File: src/rtl/fbsc_pkg.sv
// Shared types, FSM encodings and helpers for the frame buffer swap controller.
// Imported by the ready queue and the top level.
package fbsc_pkg;

    typedef enum logic [1:0] {
        FREE    = 2'd0,
        WRITING = 2'd1,
        READY   = 2'd2,
        DISPLAY = 2'd3
    } buf_state_t;

    localparam logic [1:0] W_IDLE  = 2'd0;
    localparam logic [1:0] W_START = 2'd1;
    localparam logic [1:0] W_RUN   = 2'd2;
    localparam logic [1:0] W_ACK   = 2'd3;

    localparam logic [0:0] R_IDLE = 1'b0;
    localparam logic [0:0] R_ACK  = 1'b1;

    localparam int MODE_LATEST = 0;
    localparam int MODE_FIFO   = 1;

    // Index width that never collapses to zero bits, so N_BUF=2 still gets one bit.
    function automatic int fbsc_clog2(input int n);
        int w;
        w = 1;
        while ((1 << w) < n) begin
            w = w + 1;
        end
        return w;
    endfunction

endpackage

File: src/rtl/fbsc_ready_queue.sv
// Ordered queue of READY buffer indices. A push in the same cycle as a pop on an
// empty (or flushed) queue is forwarded straight to head so a finished frame can be shown at once.
module fbsc_ready_queue
    import fbsc_pkg::*;
#(
    parameter int DEPTH = 2,
    parameter int IDX_W = 2
) (
    input  logic             clock,
    input  logic             reset,
    input  logic             push,
    input  logic [IDX_W-1:0] push_idx,
    input  logic             pop,
    input  logic             flush,
    output logic [IDX_W-1:0] head,
    output logic [IDX_W-1:0] count,
    output logic             empty,
    output logic             full
);

    localparam int PTR_W = fbsc_clog2(DEPTH);

    logic [IDX_W-1:0] mem [DEPTH];
    logic [PTR_W-1:0] rd_ptr;
    logic [PTR_W-1:0] wr_ptr;
    logic             bypass;
    logic             store;
    logic             pop_mem;
    logic [PTR_W-1:0] store_ptr;

    function automatic logic [PTR_W-1:0] next_ptr(input logic [PTR_W-1:0] p);
        return (p == PTR_W'(DEPTH - 1)) ? '0 : p + PTR_W'(1);
    endfunction

    assign empty     = (count == '0);
    assign full      = (count == IDX_W'(DEPTH));
    assign bypass    = push && (empty || flush);
    assign head      = bypass ? push_idx : mem[rd_ptr];
    assign store     = push && !(pop && bypass);
    assign pop_mem   = pop && !empty && !flush;
    assign store_ptr = flush ? '0 : wr_ptr;

    always_ff @(posedge clock) begin
        if (store) begin
            mem[store_ptr] <= push_idx;
        end
    end

    always_ff @(posedge clock) begin
        if (!reset) begin
            rd_ptr <= '0;
            wr_ptr <= '0;
            count  <= '0;
        end else if (flush) begin
            // Older entries are discarded; only a surviving push remains.
            rd_ptr <= '0;
            wr_ptr <= store ? next_ptr('0) : '0;
            count  <= IDX_W'(store);
        end else begin
            if (store) begin
                wr_ptr <= next_ptr(wr_ptr);
            end
            if (pop_mem) begin
                rd_ptr <= next_ptr(rd_ptr);
            end
            count <= count + IDX_W'(store) - IDX_W'(pop_mem);
        end
    end

endmodule

File: src/rtl/frame_buffer_swap_controller.sv
// N-buffer frame swap controller between the image buffer writer and reader.
// Tracks per-buffer state, runs the writer and reader handshakes, and publishes base addresses.
module frame_buffer_swap_controller
    import fbsc_pkg::*;
#(
    parameter int N_BUF      = 3,
    parameter int ADDR_W     = 18,
    parameter int BUF_STRIDE = 32'h20000 >> (N_BUF > 2),
    parameter int MODE       = 0,
    parameter int CNT_W      = 8
) (
    input  logic                         clock,
    input  logic                         reset,
    output logic                         bg_start,
    input  logic                         bg_start_ack,
    input  logic                         bg_done,
    output logic                         bg_done_ack,
    input  logic                         swap,
    output logic                         swap_ack,
    output logic [ADDR_W-1:0]            wr_base,
    output logic [ADDR_W-1:0]            rd_base,
    output logic [fbsc_clog2(N_BUF)-1:0] wr_idx,
    output logic [fbsc_clog2(N_BUF)-1:0] rd_idx,
    output logic [CNT_W-1:0]             frame_count,
    output logic [CNT_W-1:0]             drop_count,
    output logic                         writer_stall
);

    localparam int IDX_W   = fbsc_clog2(N_BUF);
    localparam int Q_DEPTH = N_BUF - 1;
    localparam logic [ADDR_W-1:0] STRIDE = ADDR_W'(BUF_STRIDE);

    function automatic logic [ADDR_W-1:0] base_of(input logic [IDX_W-1:0] idx);
        return ADDR_W'(idx) * STRIDE;
    endfunction

    buf_state_t       bstate     [N_BUF];
    buf_state_t       bstate_nxt [N_BUF];
    logic [1:0]       w_state;
    logic [0:0]       r_state;

    logic             free_found;
    logic [IDX_W-1:0] free_idx;
    logic             claim;
    logic             do_done;
    logic             do_pop;
    logic             flush;

    logic [IDX_W-1:0] q_head;
    logic [IDX_W-1:0] q_count;
    logic             q_empty;
    logic             q_full;

    // Lowest-index FREE buffer, judged on registered state so a buffer freed this cycle waits one cycle.
    always_comb begin
        free_found = 1'b0;
        free_idx   = '0;
        for (int i = N_BUF - 1; i >= 0; i--) begin
            if (bstate[i] == FREE) begin
                free_found = 1'b1;
                free_idx   = IDX_W'(i);
            end
        end
    end

    assign claim   = (w_state == W_IDLE) && free_found && !((MODE == MODE_FIFO) && q_full);
    assign do_done = (w_state == W_RUN) && bg_done;
    assign flush   = do_done && (MODE == MODE_LATEST);
    assign do_pop  = (r_state == R_IDLE) && swap && (!q_empty || do_done);

    // Later assignments win: the done push lands before the swap pop claims the buffer.
    always_comb begin
        for (int i = 0; i < N_BUF; i++) begin
            bstate_nxt[i] = bstate[i];
            if (claim && (free_idx == IDX_W'(i))) begin
                bstate_nxt[i] = WRITING;
            end
            if (flush && (bstate[i] == READY)) begin
                bstate_nxt[i] = FREE;
            end
            if (do_done && (wr_idx == IDX_W'(i))) begin
                bstate_nxt[i] = READY;
            end
            if (do_pop && (rd_idx == IDX_W'(i))) begin
                bstate_nxt[i] = FREE;
            end
            if (do_pop && (q_head == IDX_W'(i))) begin
                bstate_nxt[i] = DISPLAY;
            end
        end
    end

    fbsc_ready_queue #(
        .DEPTH (Q_DEPTH),
        .IDX_W (IDX_W)
    ) u_ready_queue (
        .clock    (clock),
        .reset    (reset),
        .push     (do_done),
        .push_idx (wr_idx),
        .pop      (do_pop),
        .flush    (flush),
        .head     (q_head),
        .count    (q_count),
        .empty    (q_empty),
        .full     (q_full)
    );

    always_ff @(posedge clock) begin
        if (!reset) begin
            for (int i = 0; i < N_BUF; i++) begin
                bstate[i] <= (i == 0) ? DISPLAY : FREE;
            end
            w_state      <= W_IDLE;
            r_state      <= R_IDLE;
            wr_idx       <= IDX_W'(1);
            wr_base      <= STRIDE;
            rd_idx       <= '0;
            rd_base      <= '0;
            bg_start     <= 1'b0;
            bg_done_ack  <= 1'b0;
            swap_ack     <= 1'b0;
            writer_stall <= 1'b0;
            frame_count  <= '0;
            drop_count   <= '0;
        end else begin
            for (int i = 0; i < N_BUF; i++) begin
                bstate[i] <= bstate_nxt[i];
            end
            writer_stall <= 1'b0;

            case (w_state)
                W_IDLE: begin
                    if (claim) begin
                        wr_idx   <= free_idx;
                        wr_base  <= base_of(free_idx);
                        bg_start <= 1'b1;
                        w_state  <= W_START;
                    end else begin
                        writer_stall <= 1'b1;
                    end
                end
                W_START: begin
                    if (bg_start_ack) begin
                        bg_start <= 1'b0;
                        w_state  <= W_RUN;
                    end
                end
                W_RUN: begin
                    if (bg_done) begin
                        frame_count <= frame_count + CNT_W'(1);
                        bg_done_ack <= 1'b1;
                        w_state     <= W_ACK;
                        // Every queued entry is a READY frame that will never be shown.
                        if (flush) begin
                            drop_count <= drop_count + CNT_W'(q_count);
                        end
                    end
                end
                W_ACK: begin
                    if (!bg_done) begin
                        bg_done_ack <= 1'b0;
                        w_state     <= W_IDLE;
                    end
                end
                default: w_state <= W_IDLE;
            endcase

            case (r_state)
                R_IDLE: begin
                    if (swap) begin
                        swap_ack <= 1'b1;
                        r_state  <= R_ACK;
                        if (do_pop) begin
                            rd_idx  <= q_head;
                            rd_base <= base_of(q_head);
                        end
                    end
                end
                R_ACK: begin
                    if (!swap) begin
                        swap_ack <= 1'b0;
                        r_state  <= R_IDLE;
                    end
                end
                default: r_state <= R_IDLE;
            endcase
        end
    end

endmodule

File: config.mk
export PLATFORM = sky130hd
export DESIGN_NAME = frame_buffer_swap_controller
export DESIGN_NICKNAME = d
export VERILOG_FILES = /design/src/rtl/fbsc_pkg.sv /design/src/rtl/fbsc_ready_queue.sv /design/src/rtl/frame_buffer_swap_controller.sv
export SDC_FILE = /design/constraint.sdc
export NUM_CORES = 1
export LEC_CHECK = 0
export BUFFER_PORTS_ARGS = -buffer_cell sky130_fd_sc_hd__buf_4
export CORE_MARGIN = 1.5
export CORE_UTILIZATION = 30
export DETAILED_ROUTE_END_ITERATION = 6
export SYNTH_ARGS = -nofsm -noshare
export SYNTH_HDL_FRONTEND = slang
export SYNTH_SLANG_ARGS = --single-unit
File: constraint.sdc
create_clock -name clock -period 4.5 [get_ports clock]
set_input_delay 0 -clock clock [delete_from_list [all_inputs] [get_ports clock]]
set_output_delay 0 -clock clock [all_outputs]
set_load 0.03 [all_outputs]
Yosys cells after proc, flatten, opt, wreduce, memory -nomap -nowiden
Memory sizes are Yosys's and may differ from the RTL's. A register that Yosys moved wholly into a read port is not among the register bits.
Cells that the tools add are included.
{ "totals": {"output_inout_bits": 60, "reg_bits": 31, "ramBits": 10, "n_memories": 2} }
{ "op_classes": {"addsub": 6, "n_mux": 53, "n_reduce_logical": 51, "eq_ne": 20, "bitwise_logic": 5} }
{ "memory_table": {"columns": ["name", "words", "width", "rd", "rd_clocked_by_memory_dff", "write_ports", "line", "rtl"], "rows": [
  ["bstate", 3, 2, 3, 0, 3, "frame_buffer_swap_controller.sv:37", "buf_state_t bstate [N_BUF];"],
  ["u_ready_queue.mem", 2, 2, 1, 1, 1, "fbsc_ready_queue.sv:23", "logic [IDX_W-1:0] mem [DEPTH];"]
]} }
{ "op_table": {"columns": ["op", "n"], "rows": [
  ["$mux 2", 26],
  ["$logic_and 1x1->1", 24],
  ["$mux 1", 23],
  ["$eq 2x2->1 const B", 9],
  ["$logic_not 2->1", 9],
  ["$ne 2x2->1 const B", 6],
  ["$reduce_and 3->1", 4],
  ["$eq 2x1->1 const B", 5],
  ["$add 8x1->8 const B", 1],
  ["$add 8x2->8", 1],
  ["$pmux 2 s4", 1],
  ["$reduce_and 2->1", 4],
  ["$pmux 1 s2", 3],
  ["$reduce_bool 2->1", 3],
  ["$reduce_and 4->1", 1],
  ["$logic_not 1->1", 3],
  ["$or 1x1->1", 3],
  ["$add 1x1->1 const B", 2],
  ["$add 2x1->2", 1],
  ["$logic_or 1x1->1", 2],
  ["$not 1->1", 2],
  ["$reduce_or 2->1", 1],
  ["$sub 2x1->2", 1]
]} }

Depth between registers and ports, before layout
An unclocked memory read counts as a cell.
{ "logic_depth": {"depth_word": 13, "mapped_depth": 9, "mapped_depth_nobuf": 7} }

Modules after synthesis
Synthesis repeated with hierarchy kept, for this count alone.
{ "hier_totals": {"hier_cells": 263, "hier_area_um2": 2337.2} }
{ "by_module_without_submodules": {"columns": ["mod", "cells_per_inst", "n_inst", "area_per_inst_um2"], "rows": [
  ["frame_buffer_swap_controller", 223, 1, 1883.1],
  ["fbsc_ready_queue", 40, 1, 454.2]
]} }

Worst setup path before layout
OpenSTA, ideal clock, no wires.
{ "synth_path": {"path_kind": "register to register", "startpoint": "register drop_count[0]", "endpoint": "register drop_count[6]", "required_time_ns": 4.372, "setup_ns": 0.128, "n_path_buf": 0, "path_slack_ns": 2.720, "stages_incl_launch_ff": 7, "arrival_time_ns": 1.653, "cell_sequence": "dfxtp_1 > ha_1 > inv_1 > fa_1 > nor4b_2 > xnor2_1 > nor2_1"} }
{ "synth_via": {"elab_chain_len": 1} }
{ "synth_rtl": {"columns": ["item", "line", "rtl"], "rows": [
  ["start, declared", "frame_buffer_swap_controller.sv:25", "output logic [CNT_W-1:0] drop_count,"],
  ["start signal, assigned", "frame_buffer_swap_controller.sv:156", "drop_count <= drop_count + CNT_W'(q_count);"],
  ["$add 8x2->8", "frame_buffer_swap_controller.sv:156", null]
]} }
Every way passes these cells.
A chain may end at the register's enable or synchronous reset.

==> out/results.ini <==
[detailed_routing]
postRouteAntennaNets=0
drtPass1Iterations=4
vias=1671
avgRoutedWirePerCell_um=11.37
drtIter0Drc=83
viasPerCell=4.409
drcViolationCount=0
postRouteWirelength_mm=4.311

[placement]
post-place-ws_ns=2.501
dpl.hpwl_mm=3.115
port_buffers=32
gp_congestion=0.7802

[cts]
clockRootBuffer=clkbuf_8
cts_sinks=41
cts_buffers=5
cts_tree=done
clk_pin_slew_ns=0.08
htreeDepth=2
insertion_delay_ns=0.29
post_cts.repair.setup_buffers=0
clockBufferDepth=2

[final_layout]
antennaDiodeCount=0
utilization_pct=34.86
drive_gt1_share_pct=16.07
final_nets=296
areaGrowthSynthToFinish_pct=13.37

[yosys]
ys_seq_area_share_pct=38.80
synth_cells=247
ys.flop_type=dfxtp_1
yosysTopAreaCell=dfxtp_1
synth_top_cell_area_share_pct=33.39
synthTopCellsByArea=dfxtp_1 33%, buf_4 13%, ha_1 5.6%, edfxtp_1 5.4%, nor2_1 4.4%
synth_warnings=0
syn-cell-area_um2=2218
ys_ff_latch=41
synth_edf_count=4
avgSynthCellArea_um2=8.981
synth_common_cells=37 x buf_4, 37 x dfxtp_1, 26 x nor2_1, 15 x nand2_1, 14 x inv_1
synth.distinct_cells=51
synth-async-reset-ratio_pct=0

[floorplan]
core_um2=7214
die_h_um=88.99
die_w_um=88.99
ioPinCount=65
placementRows=31
start_util_pct=30.75
dieArea_um2=7919

[global_route]
grt_pass1_wl_mm=6.886
antenna_found_initial=0
grt_max_degree=24
grt_usage_pct=11.16
grt_pass1_vias=1491
grt_remaining_overflow=0

[hold_path]
hp-class=input port to flop
hold_start=bg_done

[power_and_ir_drop]
peakVddDrop_mv=0.2447
powerDensity_nw_per_um2=466.9
fin_total_pwr_w=0.001174
leakage_nw=1.067

[worst_setup_path]
startpoint_type=flop
crit_type=flop to flop
cp-end-kind=flop
cp_slowest_cell=and2_1
crit_required_ns=4.66
cp_top_family=simple AND/OR/NAND/NOR gates
crit_fanout=18
max_stage_delay_ns=0.56
reg2reg_from=w_state[0]
worstPathCellList=inv_1, ha_1, and2_1, o21ai_0, o2111ai_1, o311ai_0
critical_path_arrival_ns=2.16
worstSetupStartpoint=w_state[0]
cp.buffers_inverters=1

[sta]
finalSetupTns_ns=0
min_period_over_period_pct=44.45
skew_ns=0.008285
grt_setup_unrepaired=false
finalHoldViolCount=0
worst_pin_slew_ns=0.7785
slew_violations=0
setup_ws_ns=2.500
finalSetupViolCount=0
post-route-min-period_ns=2.000
fmax_mhz=499.9
relSlewSlack_pct=48.05

[flow_run]
max_cap_viol_count=0

[status]
status=finished, final reports clean

==> layer usage <==
| layer | GRT usage [%] | part of all wire [%] | wire (um) | vias to the layer above |
|---|---|---|---|---|
| met4 | 3.776 | 1.3 | 56 | 0 |
| met5 | 0 | 0 | 0 | - |
| met1 | 14.91 | 48 | 2050 | 773 |
| met2 | 17.84 | 47 | 2005 | 43 |
| met3 | 2.585 | 4.6 | 198 | 7 |
| li1 | - | - | - | 848 |
==> final timing paths <==
| path | endpoint | slack (ns) | cells past startpoint |
|---|---|---|---|
| max | bstate[0][5] | 2.50 | 6 |
| min | bg_done_ack | 0.09 | 3 |
| max reg2reg | bstate[0][5] | 2.50 | 6 |
| min reg2reg | drop_count[0] | 0.49 | 2 |
==> report_power, final <==
group          leakage, nW  internal [W]  switching (W)
Combinational        0.688      0.000166       0.000276
Sequential           0.338      0.000434      0.0000706
Clock               0.0410      0.000106       0.000123
==> cells by family after synthesis <==
family / synth area share [%]
simple gates: 17.03
buf+inv: 15.85
compound gates: 13.37
flops: 38.80
xor+xnor: 5.133
fa+ha+maj: 6.543
mux: 3.102
other cells: 0.1690
==> state kept, by name, indices dropped and copies added (netlist names), 2 cells and up, named ones only <==
signal / flops
bstate: 6
u_ready_queue.mem: 4
rd_idx: 2
w_state: 2
wr_base: 2
u_ready_queue.count: 2
frame_count: 8
drop_count: 8
==> cell type report <==
type,count,area [um^2]
sequential,41,860.8
tap,99,123.9
clock inverter,1,5.005
fill,776,4700
multi-input combinational,183,1130
inverter,14,52.55
timing repair buffer,35,270.3
clock buffer,6,72.57
==> worst reg2reg max path, cell delays in order (launching register included) <==
cell and delay [ns]:
dfxtp_1 0.33, inv_1 0.12, ha_1 0.32, and2_1 0.56
o21ai_0 0.24, o2111ai_1 0.16, o311ai_0 0.15
==> placed cells by master (no fill, tap or decap), types with 2 or more instances in the layout <==
cell           netlist  routed
dfxtp_1             37      37
conb_1               1      34
buf_4               37      32
nor2_1              26      26
nand2_1             15      15
inv_1               14      14
a21oi_1             11      11
ha_1                10      10
o21ai_0              9       9
xor2_1               8       8
nor3_1               5       5
xnor2_1              5       5
nand4_1              5       5
clkbuf_8             0       5
and2_1               4       4
mux2i_1              4       4
nand3_1              4       4
edfxtp_1             4       4
or3_1                3       3
o21a_1               3       3
a211oi_1             3       3
dlygate4sd3_1        0       3
and3_1               2       2
a31o_1               2       2
nor2b_1              2       2
o221ai_1             2       2
o21bai_1             2       2
o2111ai_1            2       2
==> through the flow <==
stage	cell area, um^2	hold slack [ns]	instances
after global routing	2515	0.1016	379
final	2515	0.09068	379
after CTS	2515	0.07381	379
after global placement	2407	0.2228	369
after detailed placement	2407	0.2293	369
after floorplan	2342	0.1132	280
==> timing repair <==
action,CTS,global route
resized for setup,0,0
endpoints found under the hold margin,3,0
hold buffers,3,0
(Power assumes the default switching activity.)
